### src/rtl/ultrasonic_ranging_ctrl.sv
// ultrasonic_ranging_ctrl: sequences one ultrasonic ranging cycle at a time.
// Emits the trigger pulse, times the echo high width in clk cycles, and
// enforces the wait/echo timeout and the minimum trigger-to-trigger period.
module ultrasonic_ranging_ctrl #(
  parameter int TRIG_CYCLES    = 60,
  parameter int TIMEOUT_CYCLES = 150000,
  parameter int PERIOD_CYCLES  = 360000
) (
  input  logic        clk,
  input  logic        rst,
  input  logic        start,
  input  logic        auto_en,
  input  logic        echo_in,
  output logic        trig_out,
  output logic [23:0] echo_cycles,
  output logic        valid,
  output logic        timeout,
  output logic        busy
);

  localparam logic [23:0] TRIG_LAST = 24'(TRIG_CYCLES - 1);
  localparam logic [23:0] TO_LAST   = 24'(TIMEOUT_CYCLES - 1);
  localparam logic [23:0] TO_MAX    = 24'(TIMEOUT_CYCLES);
  localparam logic [23:0] PER_LAST  = 24'(PERIOD_CYCLES - 1);
  localparam logic [23:0] CNT_SAT   = 24'hFFFFFF;

  typedef enum logic [2:0] {
    S_IDLE,
    S_TRIG,
    S_WAIT_RISE,
    S_MEASURE,
    S_HOLDOFF
  } state_t;

  state_t      state, state_n;
  logic [23:0] cnt, cnt_n;
  logic [23:0] pcnt, pcnt_n;
  logic        echo_m, echo_s, echo_d;
  logic        rise, fall;
  logic        res_vld, res_to;
  logic [23:0] res_cyc;

  // Two-stage synchroniser for the raw echo, plus one delay stage for edges
  always_ff @(posedge clk) begin
    if (rst) begin
      echo_m <= 1'b0;
      echo_s <= 1'b0;
      echo_d <= 1'b0;
    end else begin
      echo_m <= echo_in;
      echo_s <= echo_m;
      echo_d <= echo_s;
    end
  end

  assign rise = echo_s & ~echo_d;
  assign fall = ~echo_s & echo_d;

  // Next-state, counter and result logic
  always_comb begin
    state_n = state;
    cnt_n   = cnt;
    // period counter runs in every non-IDLE state and saturates so a
    // stuck-high echo parked in HOLDOFF can never wrap it
    pcnt_n  = (pcnt == CNT_SAT) ? pcnt : pcnt + 24'd1;
    res_vld = 1'b0;
    res_to  = 1'b0;
    res_cyc = cnt;
    case (state)
      S_IDLE: begin
        pcnt_n = pcnt;
        if (start || auto_en) begin
          state_n = S_TRIG;
          cnt_n   = '0;
          pcnt_n  = '0;
        end
      end
      S_TRIG: begin
        if (cnt == TRIG_LAST) begin
          state_n = S_WAIT_RISE;
          cnt_n   = '0;
        end else begin
          cnt_n = cnt + 24'd1;
        end
      end
      S_WAIT_RISE: begin
        if (rise) begin
          // the rising cycle itself is the first high cycle
          state_n = S_MEASURE;
          cnt_n   = 24'd1;
        end else if (cnt == TO_LAST) begin
          state_n = S_HOLDOFF;
          res_vld = 1'b1;
          res_to  = 1'b1;
          res_cyc = CNT_SAT;
        end else begin
          cnt_n = cnt + 24'd1;
        end
      end
      S_MEASURE: begin
        // fall takes priority over the width limit in the same cycle
        if (fall) begin
          state_n = S_HOLDOFF;
          res_vld = 1'b1;
        end else if (cnt == TO_MAX) begin
          state_n = S_HOLDOFF;
          res_vld = 1'b1;
          res_to  = 1'b1;
          res_cyc = CNT_SAT;
        end else begin
          cnt_n = cnt + 24'd1;
        end
      end
      S_HOLDOFF: begin
        if (pcnt >= PER_LAST && !echo_s) state_n = S_IDLE;
      end
      default: state_n = S_IDLE;
    endcase
  end

  // State, counters and registered outputs
  always_ff @(posedge clk) begin
    if (rst) begin
      state       <= S_IDLE;
      cnt         <= '0;
      pcnt        <= '0;
      trig_out    <= 1'b0;
      busy        <= 1'b0;
      valid       <= 1'b0;
      timeout     <= 1'b0;
      echo_cycles <= '0;
    end else begin
      state    <= state_n;
      cnt      <= cnt_n;
      pcnt     <= pcnt_n;
      trig_out <= (state_n == S_TRIG);
      busy     <= (state_n != S_IDLE);
      valid    <= res_vld;
      if (res_vld) begin
        echo_cycles <= res_cyc;
        timeout     <= res_to;
      end
    end
  end

endmodule

### config.mk
export PLATFORM = sky130hd
export DESIGN_NAME = ultrasonic_ranging_ctrl
export DESIGN_NICKNAME = d
export VERILOG_FILES = /design/src/rtl/ultrasonic_ranging_ctrl.sv
export SDC_FILE = /design/constraint.sdc
export NUM_CORES = 1
export LEC_CHECK = 0
export ABC_AREA = 1
export BUFFER_PORTS_ARGS = -buffer_cell sky130_fd_sc_hd__buf_4
export CELL_PAD_IN_SITES_DETAIL_PLACEMENT = 0
export CELL_PAD_IN_SITES_GLOBAL_PLACEMENT = 1
export CORE_MARGIN = 5
export CORE_UTILIZATION = 45
export DETAILED_ROUTE_END_ITERATION = 12
export PLACE_DENSITY = 0.92
export REMOVE_ABC_BUFFERS = 1
export SLEW_MARGIN = 20
export SYNTH_ARGS = -nofsm -noshare
export SYNTH_HDL_FRONTEND = slang
export SYNTH_SLANG_ARGS = --single-unit
### constraint.sdc
create_clock -name clk -period 3.4 [get_ports clk]
set_input_delay 0.34 -clock clk [delete_from_list [all_inputs] [get_ports clk]]
set_output_delay 0.34 -clock clk [all_outputs]
set_load 0.005 [all_outputs]
Yosys cells after proc, flatten, opt, wreduce, memory -nomap -nowiden --
Cells that the tools add are included.
Cells by class: reduce and logical (&&, ||, !) cells 8, $add $sub $neg 2, magnitude comparators 1, equality and inequality tests 14, muxes and demuxes 29, bitwise operators 4
Operators by type and width (count):
- 2-to-1 mux 24 bit | 12
- one-hot mux 24 bit (4 select lines) | 1
- adder 24 x 1 -> 24 bit, second input constant | 2
- == test 24 x 18 -> 1 bit, second input constant | 2
- one-hot mux 24 bit (2 select lines) | 1
- == test 24 bit, second input constant | 1
- == test 24 x 6 -> 1 bit, second input constant | 1
- greater-or-equal comparator 24 x 19 -> 1 bit, second input constant | 1
- 2-to-1 mux 3 bit | 7
- one-hot mux 3 bit (5 select lines) | 1
- == test 3 x 1 -> 1 bit, second input constant | 2
- == test 3 x 2 -> 1 bit, second input constant | 2
- != test 2 bit, second input constant | 3
- 2-to-1 mux 1 bit | 5
- AND reduction 5 bit | 1
- one-hot mux 1 bit (2 select lines) | 2
- nonzero test 4 bit | 1
- == test 3 bit, second input constant | 1
- logical NOT 3 bit | 1
- != test 3 bit, second input constant | 1
- nonzero test 3 bit | 1
- bitwise AND 1 bit | 2
- != test 2 x 1 -> 1 bit, second input constant | 1
- inverter 1 bit | 2
- 4 further kinds | 4
Storage, ports and cells: output and inout bits 28, flip-flop bits (word level) 82, word-level logic and storage cells 69, bits of input ports 5

Depth between registers and ports, before layout --
Gate-level depths: netlist of run 1.
word-level depth 5, gate-level depth with buffers 14, mapped depth without buffers 13

Least setup slack after synthesis of run 1 --
Ideal clock, no wire load.
path kind register to register, from register pcnt[0], to register pcnt[19], arrival time 1659 ps, setup time 113 ps, slack 1628 ps, path buffers 1, period minus slack after synthesis 1772 ps, stages on the path, launching flop included 14, cells stage by stage dfxtp_1 ha_1 nand2_1 inv_1 nand3_1 nor2_1 nand3_1 nand2_2 inv_2 buf_6 nand3_1 nand2_1 nand2_1 nor2_1
Between the ends: cells in the longest elaborated chain, start to end 3, elaborated cells between the ends (all ways) 6, classes of those cells add/sub (1); eq/ne (2); mux (2); reduce/logical (1)
Ends and longest elaborated chain:
- start: declaration | RTL line 37 | logic [23:0] pcnt, pcnt_n;
- start signal: assignment | RTL line 135 | pcnt <= pcnt_n;
- adder 24 x 1 -> 24 bit or == test 24 bit (tied branches) | RTL line 65 | pcnt_n = (pcnt == CNT_SAT) ? pcnt : pcnt + 24'd1;
- 2-to-1 mux 24 bit or != test 2 x 1 -> 1 bit (tied branches)
- 2-to-1 mux 24 bit or AND reduction 2 bit (tied branches)
Several ways; a longest one is shown, not always the timed one. The select of a mux whose other input is x is not followed. A chain may end at the register's enable or synchronous reset.

Final worst setup path of run 1 --
from register state[2], to register cnt[18]
Between the ends: cells in the longest elaborated chain, start to end 3, elaborated cells between the ends (all ways) 11, classes of those cells eq/ne (7); mux (1); reduce/logical (3)
Ends and longest elaborated chain:
- start: declaration | RTL line 35 | state_t state, state_n;
- start signal: assignment | RTL line 133 | state <= state_n;
- == test 3 x 2 -> 1 bit (tied with other cells) | RTL line 69 | case (state)
- != test 3 bit (no source line) (tied with other cells)
- AND reduction 5 bit (no source line)
- end signal: assignment | RTL line 134 | cnt <= cnt_n;
- end: declaration | RTL line 36 | logic [23:0] cnt, cnt_n;
Several ways; a longest one is shown, not always the timed one.

==> results.cfg, run 1 <==
[worst_setup_path]
critPathLaunchType = flip-flop
crit_buf_inv = 1
crit_arrival_ps = 3060
critPathKind = reg2reg
worstPathRequired_ps = 3640
slowest_stage = o21ai_0
cp_cell_sequence = inv_2, nand3_1, nor3_1, nor2_2, nand3_2, o21ai_0, nor2_1
worst-path-max-fanout = 22
cpLargestDelayFamily = simple AND/OR/NAND/NOR gates
max_stage_delay_ps = 690
cp-end-kind = flip-flop

[hold_path]
min_path_type = in2reg

[synthesis]
synth_seq_cells = 82
synth_xor_area_share_pct = 1.32
synth_edf_count = 0
synth.area.mux_share_pct = 0
synthTopCellsByArea = dfxtp_1, nand2_1, nor2_1
synth_common_cells = nand2_1, nor2_1, inv_1
yosysMostFrequentCell = nand2_1
yosys.area.top_type = dfxtp_1
synth_simple_gate_area_share_pct = 42.1
syn-cell-area_mm2 = 0.00465
avgSynthCellArea_um2 = 6.24
yosysTopAreaCellShare_pct = 35.3
synth_top_family_by_area = simple AND/OR/NAND/NOR gates
yosysWarnings = 0
syn_inst = 745
async_reset_ff_share_pct = 0
yosysSeqAreaShare_pct = 35.3
synth-adder-area-share_pct = 0.807
synth_cell_types = 38
synth_ff_type = dfxtp_1
synth_compound_area_share_pct = 9.60

[grt]
grt_pass1_vias = 4514
grt_max_degree = 31
met2_usage_pct = 38.2
grt_busiest_layer = met2
antenna_found_initial = 0
met3_usage_pct = 3.32
use_met1_pct = 26.3
grt_util_all_layers_pct = 21.9
grt-ovfl-total = 0
grt_first_pass_wirelength_um = 22200

[clock_network]
cts_root_buf = clkbuf_8
cts_tree = built
hold_buffers = 0
postCtsSetupBuffers = 0
insertion_delay_ps = 370
cts.sinks = 82
cts_resized = 0
clk_pin_slew_ps = 90
clockBufferDepth = 2
cts_made_buffers = 9
htreeDepth = 3

[floorplanning]
row_count = 37
initial_core_util_pct = 45.7
die_w_um = 112
ioPinCount = 33
fp.coreArea_mm2 = 0.0102
die_area_mm2 = 0.0125
fp.dieH_um = 112

[layout]
postLayoutCoreUtil_pct = 50.9
num-nets-final = 778
diodes = 0
synthToLayoutAreaGrowth_pct = 11.4
drive_above_1_share_pct = 9.81

[timing]
max_slew_margin_pct = 34.4
finalSetupTns_ps = 0
fin_crit_ps = 2820
slew_violations = 0
setup_viol = 0
rsz0062_at_grt = no
hold_viol_final = 0
worst_pin_slew_ps = 974
max_freq_mhz = 354
period_share_pct = 83.0
skew_ps = 12.9
fin_ws_ps = 579

[route]
drt_iter0_drc = 343
routed_wl_um = 13300
via_per_inst = 5.16
route.detailed.drc = 0
num_vias = 4705
ant_nets = 0
drt_pass1_iterations = 5
wl_per_cell_um = 14.7

[power]
vdd_ir_drop_max_v = 0.000228
switching_share_pct = 24.7
p_int_w = 0.00141
pwr-share-seq_pct = 52.2
p_per_area_mw_per_mm2 = 361
leakage_nw = 2.12
clockPowerShare_pct = 42.4
switchingPower_w = 0.000462
comb_power_share_pct = 5.5

[place]
place_congestion = 0.953
portBuffers = 32
pre_cts_ws_ps = 670
dp_hpwl_um = 9950

[status]
status = complete, no violations

[flow_run]
max_cap_violations = 0
-- worst min-delay path, cell delays in order --
cell and delay, ps:
buf_4 70, inv_1 30, nor2_1 60
-- cell usage in the layout (no fill, tap or decap), types with 3 or more instances in the layout --
cell        n
nand4_1    17
nor3b_1     3
nor4_1      4
o211ai_1    6
or2_2       3
inv_2       6
a21oi_1    32
buf_4      34
clkbuf_8    9
ha_1        3
dfxtp_1    82
nand2_2     3
nand3_1    74
o21ai_1     3
nand2_1   183
xnor2_1     4
xor2_1      3
nor3_1     26
inv_1      97
nor2_1    119
o21ai_0    36
nor2_2      7
-- final timing paths --
path / slack, ps / depth (start not counted) / end / startpoint
worst max-delay path: 580 / 7 / cnt[18] / state[2]
worst min-delay path: 170 / 3 / echo_m / echo_in
worst max register to register: 580 / 7 / cnt[18] / state[2]
worst min register to register: 460 / 2 / echo_s / echo_m
-- layout make-up --
cell class	instances	area [um2]
clock inverters	7	93.8
multi-input cells	539	2500
clock buffers	9	124
flip-flops and latches	82	1640
well taps	136	170
repair buffers	34	255
fillers	1102	5000
inverters	104	390
-- per-layer routing --
layer  vias up  wire length (um)
met3        29               385
met1      2156              5890
met2        87              6630
met5         -                 0
met4         0               443
li1       2433                 -
-- state kept, by name, indices dropped and copies added, names as in the netlist, 3 cells and up --
| name | cells |
|---|---|
| echo_cycles | 24 |
| state | 3 |
| cnt | 24 |
| pcnt | 24 |
-- power groups by stage --
stage | clock network (W) | logic, W | registers [W]
6_report | 0.000792 | 0.000102 | 0.000975
5_1_grt | 0.000849 | 0.000113 | 0.000976
4_1_cts | 0.000806 | 0.000101 | 0.000975
3_5_place_dp | 0 | 0.000101 | 0.000997
3_3_place_gp | 0 | 0.000101 | 0.000997
2_1_floorplan | 0 | 0.0000597 | 0.000996
-- cell families (layout without fill, tap and decap cells) --
family,Yosys count,in the layout
simple gates,447,447
buf+inv,124,154
compound gates,82,82
flops,82,82
xor+xnor,7,7
fa+ha+maj,3,3
-- through the flow --
stage / area, um2 / instances / total power (W) / hold slack (ps)
6_report: 5180 / 911 / 0.00187 / 167
3_5_place_dp: 4960 / 895 / 0.00110 / 442
3_3_place_gp: 4960 / 895 / 0.00110 / 443
4_1_cts: 5180 / 911 / 0.00188 / 153
5_1_grt: 5180 / 911 / 0.00194 / 150
2_1_floorplan: 4540 / 725 / 0.00106 / 388
(Power assumes the default switching activity.)
==> run 2: changes to the inputs <==
CORE_UTILIZATION = 38   (was 45)
PLACE_DENSITY = 0.83   (was 0.92)
clock period = 2.4 ns   (was 3.4 ns; I/O delays follow)
==> run 2 against run 1 <==
Against the previous run: non-clock buffer count up 18; cell count rose by 3.2%; combinational power rose by 59%; die area grew 17%; sequential share of layout area is 1.5 points lower; count of clock-buffer cells in the layout increased by 1; first-iteration DRC count increased by 13%; hold slack worse by 49 ps; critical path type unchanged; core utilization is 5.5 points lower.
==> results.cfg, run 2 (synthesis results as in run 1) <==
[grt]
grt-ovfl-total = 0
grt_pass1_vias = 4667
antenna_found_initial = 0
grt_max_degree = 30
grt_util_all_layers_pct = 18.8
grt_first_pass_wirelength_um = 22100

[power]
p_per_area_mw_per_mm2 = 563
vdd_ir_drop_max_v = 0.000391
leakage_nw = 2.26

[layout]
drive_above_1_share_pct = 12.0
synthToLayoutAreaGrowth_pct = 17.0
final_common_cell = nand2_1
fin_area_mm2 = 0.00544
num-nets-final = 796
layout_common_cells = nand2_1, nor2_1, inv_1
diodes = 0
n_fill_cell = 1253
reg_top3 = cnt: 24 flops, echo_cycles: 24 flops, pcnt: 24 flops

[hold_path]
min_path_type = in2reg
holdPathStages = 3

[route]
ant_nets = 0
via_per_inst = 5.18
num_vias = 4866
drt_pass1_iterations = 4
drt_iter0_drc = 388
wl_per_cell_um = 14.2
routed_wl_um = 13400
route.detailed.drc = 0

[worst_setup_path]
reg2regPathDepth = 8
slowest_stage = o21ai_0
crit_buf_inv = 0
max_stage_delay_ps = 540
critPathLaunchType = flip-flop
worst-path-max-fanout = 5
path_depth = 8
cpLargestDelayFamily = simple AND/OR/NAND/NOR gates
crit_arrival_ps = 2310
cp-end-kind = flip-flop
worstPathRequired_ps = 2610
cp_cell_sequence = ha_1, nand3_1, nor3_1, nand3_1, nand2_1, nand2_1, o21ai_0, nor2_1
critPathKind = reg2reg
reg2reg_slack_ps = 290

[floorplanning]
initial_core_util_pct = 38.7
ioPinCount = 33
die_w_um = 121
fp.coreArea_mm2 = 0.0120
fp.dieH_um = 121
die_area_mm2 = 0.0146
row_count = 40

[clock_network]
hold_buffers = 0
htreeDepth = 3
cts.sinks = 82
insertion_delay_ps = 350
cts_root_buf = clkbuf_16
cts_tree = built
clk_pin_slew_ps = 60
cts_made_buffers = 9
clockBufferDepth = 2

[timing]
slew_violations = 0
max_slew_margin_pct = 57.3
fin_ws_ps = 295
max_freq_mhz = 475
rsz0062_at_grt = no
hold_viol_final = 0
finalSetupTns_ps = 0
period_share_pct = 87.7
worst_pin_slew_ps = 633
setup_viol = 0
fin_crit_ps = 2110
skew_ps = 8.25

[place]
portBuffers = 32
pre_cts_ws_ps = 213
place_area_mm2 = 0.00510
place_congestion = 1.02
dp_hpwl_um = 10100

[flow_run]
max_cap_violations = 0

[status]
status = complete, no violations
==> run 2: cell count changes in the layout (fill, tap and decap cells not counted), sizes merged <==
cell	before	now
clkinvlp	2	1
buf	34	52
clkbuf	9	10
==> run 2: area by class of cell <==
cell class / count / area [um2] / share of cell area (%)
clock buffer: 10 / 239 / 4.39
multi-input combinational: 539 / 2510 / 46.1
sequential: 82 / 1640 / 30.2
clock inverter: 6 / 90.1 / 1.66
inverter: 104 / 390 / 7.17
timing repair buffer: 52 / 390 / 7.17
tap: 147 / 184 / 3.38
==> run 2: what timing repair did <==
item                       4_1_cts  5_1_grt
setup endpoints to repair        0        9
buffers inserted                 0        2
resized for setup                0        1
==> run 2: worst register-to-register path, stage by stage, from the launching register on <==
cell     delay [ps]
dfxtp_1         400
ha_1            220
nand3_1          90
nor3_1          220
nand3_1         120
nand2_1         140
nand2_1         110
o21ai_0         540
nor2_1          120
==> run 2: metrics by stage <==
stage          total power [W]  hold WS, ps  cells  utilization [%]
2_1_floorplan          0.00150          309    725                -
3_3_place_gp           0.00157          398    922             42.4
3_5_place_dp           0.00157          401    922             42.4
4_1_cts                0.00309          106    938             45.2
5_1_grt                0.00316          124    940             45.3
6_report               0.00307          119    940             45.3
==> run 2: worst paths after layout <==
check | end | from
setup / recovery | cnt[18] | cnt[0]
hold / removal | echo_m | echo_in
setup reg to reg | cnt[18] | cnt[0]
hold reg to reg | echo_s | echo_m
==> run 2: report_power, final <==
| group | switching [W] | internal [W] |
|---|---|---|
| Clock | 0.000583 | 0.000941 |
| Combinational | 0.000112 | 0.0000498 |
| Sequential | 0.00000760 | 0.00137 |
| Total | 0.000702 | 0.00236 |
==> run 2: layer usage <==
metal | wire length, um | track usage, %
met1 | 5970 | 22.6
met2 | 6370 | 32.4
met3 | 562 | 4.35
met4 | 457 | 7.44
met5 | 0 | 0
==> run 3: changes to the inputs <==
ABC_AREA = default   (was 1)
CORE_UTILIZATION = 41   (was 38)
==> run 3 against run 2 <==
Against the previous run: die area shrank 14%; count of clock-buffer cells in the layout shrank 1; critical path depth shrank 2; critical path type unchanged; non-clock buffer count grew 12; global-route usage shrank 0.80 points; worst setup slack lost 82 ps; combinational power shrank 14%; largest power group is now registers; total power shrank 11%; clock skew shrank 1.3 ps.
==> results.cfg, run 3 <==
[status]
status = complete, no violations

[synthesis]
synth-adder-area-share_pct = 1.12
syn-cell-area_mm2 = 0.00426
syn_inst = 498
yosysWarnings = 0
synth_common_cells = dfxtp_1, nand2_1, a21oi_1
synthTopCellsByArea = dfxtp_1, o221a_2, a21oi_1
synth_compound_area_share_pct = 25.5
synth_cell_types = 61
synth_ff_type = dfxtp_1
async_reset_ff_share_pct = 0
synth_seq_cells = 82
yosysTopAreaCellShare_pct = 38.6
yosysMostFrequentCell = dfxtp_1
yosysSeqAreaShare_pct = 38.6
synth_simple_gate_area_share_pct = 27.4
synth_edf_count = 0
avgSynthCellArea_um2 = 8.54
synth_top_family_by_area = simple AND/OR/NAND/NOR gates
synth_xor_area_share_pct = 1.23
yosys.area.top_type = dfxtp_1
synth.area.mux_share_pct = 0.235

[timing]
finalSetupTns_ps = 0
fin_crit_ps = 2190
rsz0062_at_grt = no
holdWs_ps = 104
skew_ps = 6.90
max_slew_margin_pct = 50.7
max_freq_mhz = 457
worst_pin_slew_ps = 737
period_share_pct = 91.1
hold_viol_final = 0
slew_violations = 0
setup_viol = 0

[route]
routed_wl_um = 10900
via_per_inst = 5.88
wl_per_cell_um = 16.1
drt_pass1_iterations = 5
drt_iter0_drc = 319
ant_nets = 0
route.detailed.drc = 0
num_vias = 3977

[floorplanning]
fp.coreArea_mm2 = 0.0102
die_w_um = 112
die_area_mm2 = 0.0125
fp.dieH_um = 112
ioPinCount = 33
row_count = 37
initial_core_util_pct = 41.6

[clock_network]
hold_buffers = 0
postCtsSetupBuffers = 0
cts_root_buf = clkbuf_8
clockBufferDepth = 2
clk_pin_slew_ps = 80
cts_resized = 0
insertion_delay_ps = 360
cts.sinks = 82
cts_tree = built
htreeDepth = 3
cts_made_buffers = 9

[layout]
layout_common_cells = dfxtp_1, buf_4, nand2_1
synthToLayoutAreaGrowth_pct = 17.3
postLayoutCoreUtil_pct = 48.8
fin_area_mm2 = 0.00499
reg_top3 = cnt: 24 flops, echo_cycles: 24 flops, pcnt: 24 flops
diodes = 0
num-nets-final = 543
final_common_cell = dfxtp_1
drive_above_1_share_pct = 20.6
final_cells = 676

[hold_path]
min_path_type = in2reg

[flow_run]
max_cap_violations = 0

[place]
portBuffers = 32
place_congestion = 0.860
place_inst = 660
dp_hpwl_um = 7920
place_area_mm2 = 0.00475

[grt]
antenna_found_initial = 0
grt_max_degree = 45
grt_util_all_layers_pct = 18.0
grt-ovfl-total = 0
grt_first_pass_wirelength_um = 18800
grt_pass1_vias = 3695

[worst_setup_path]
critPathKind = reg2reg
cp-end-kind = flip-flop
critPathLaunchType = flip-flop
crit_arrival_ps = 2460
worstPathRequired_ps = 2680
worst-path-max-fanout = 6

[power]
vdd_ir_drop_max_v = 0.000304
p_per_area_mw_per_mm2 = 547
leakage_nw = 1.60
p_int_w = 0.00211
clockPowerShare_pct = 44.5
switching_share_pct = 22.6
switchingPower_w = 0.000617
pwr-share-seq_pct = 50.4
comb_power_share_pct = 5.1
-- run 3: cell types whose count changed after synthesis, sizes merged, moves of 13 or more --
cell,delta
or4,+26
nand3,-55
clkbuf,+13
o21ai,-21
o31ai,+23
o221a,+20
or3,+15
nor2,-111
nand2,-141
nor3,-16
inv,-84
-- run 3: final cells by class --
| class | instances | area, um2 |
|---|---|---|
| well taps | 136 | 170 |
| repair buffers | 64 | 505 |
| multi-input cells | 359 | 2360 |
| flip-flops and latches | 82 | 1640 |
| inverters | 19 | 71.3 |
| fillers | 1006 | 5240 |
| clock inverters | 7 | 118 |
| clock buffers | 9 | 124 |
-- run 3: stage by stage --
step	worst slack [ps]	total power [W]
floorplan	34.1	0.00148
global placement	287	0.00154
detailed placement	212	0.00155
CTS	189	0.00276
global route	31.1	0.00283
finish	213	0.00273
-- run 3: power by group through the flow --
stage / registers (W) / logic, W / clock network [W]
after detailed placement: 0.00141 / 0.000139 / 0
after CTS: 0.00138 / 0.000139 / 0.00124
final: 0.00138 / 0.000139 / 0.00121
after global routing: 0.00138 / 0.000155 / 0.00130
after floorplan: 0.00141 / 0.0000734 / 0
after global placement: 0.00141 / 0.000136 / 0
-- run 3: routing by layer --
layer  part of all wire [%]  global-route usage (%)  up-vias
met2                     43                    26.3      106
met1                     50                    26.4     1856
li1                       -                       -     2005
met5                      0                       0        -
met4                    1.1                    4.06        0
met3                    6.2                    4.78       10
-- run 3: cell families (layout without fill, tap and decap cells) --
| kind of cell | after synthesis | after routing |
|---|---|---|
| AND/OR/NAND/NOR | 204 | 204 |
| buffers and inverters | 57 | 99 |
| adder cells (fa/ha/maj) | 4 | 4 |
| multiplexers | 1 | 1 |
| flip-flops | 82 | 82 |
| XOR/XNOR | 6 | 6 |
| AO/OA/AOI/OAI | 144 | 144 |
-- run 3: worst paths after layout --
| path | startpoint | end | slack, ps | cells after the start |
|---|---|---|---|---|
| min reg2reg | echo_m | echo_s | 450 | 1 |
| min | echo_in | echo_m | 100 | 2 |
| max | cnt[0] | busy | 210 | 6 |
| max reg2reg | cnt[0] | busy | 210 | 6 |
-- run 3: worst max-delay path: stages (launching register included) --
cell and delay [ps]:
dfxtp_1 340, ha_1 210, nand3_1 140, or4_1 610, a2111oi_4 500, nor2_1 130
o2111ai_1 190
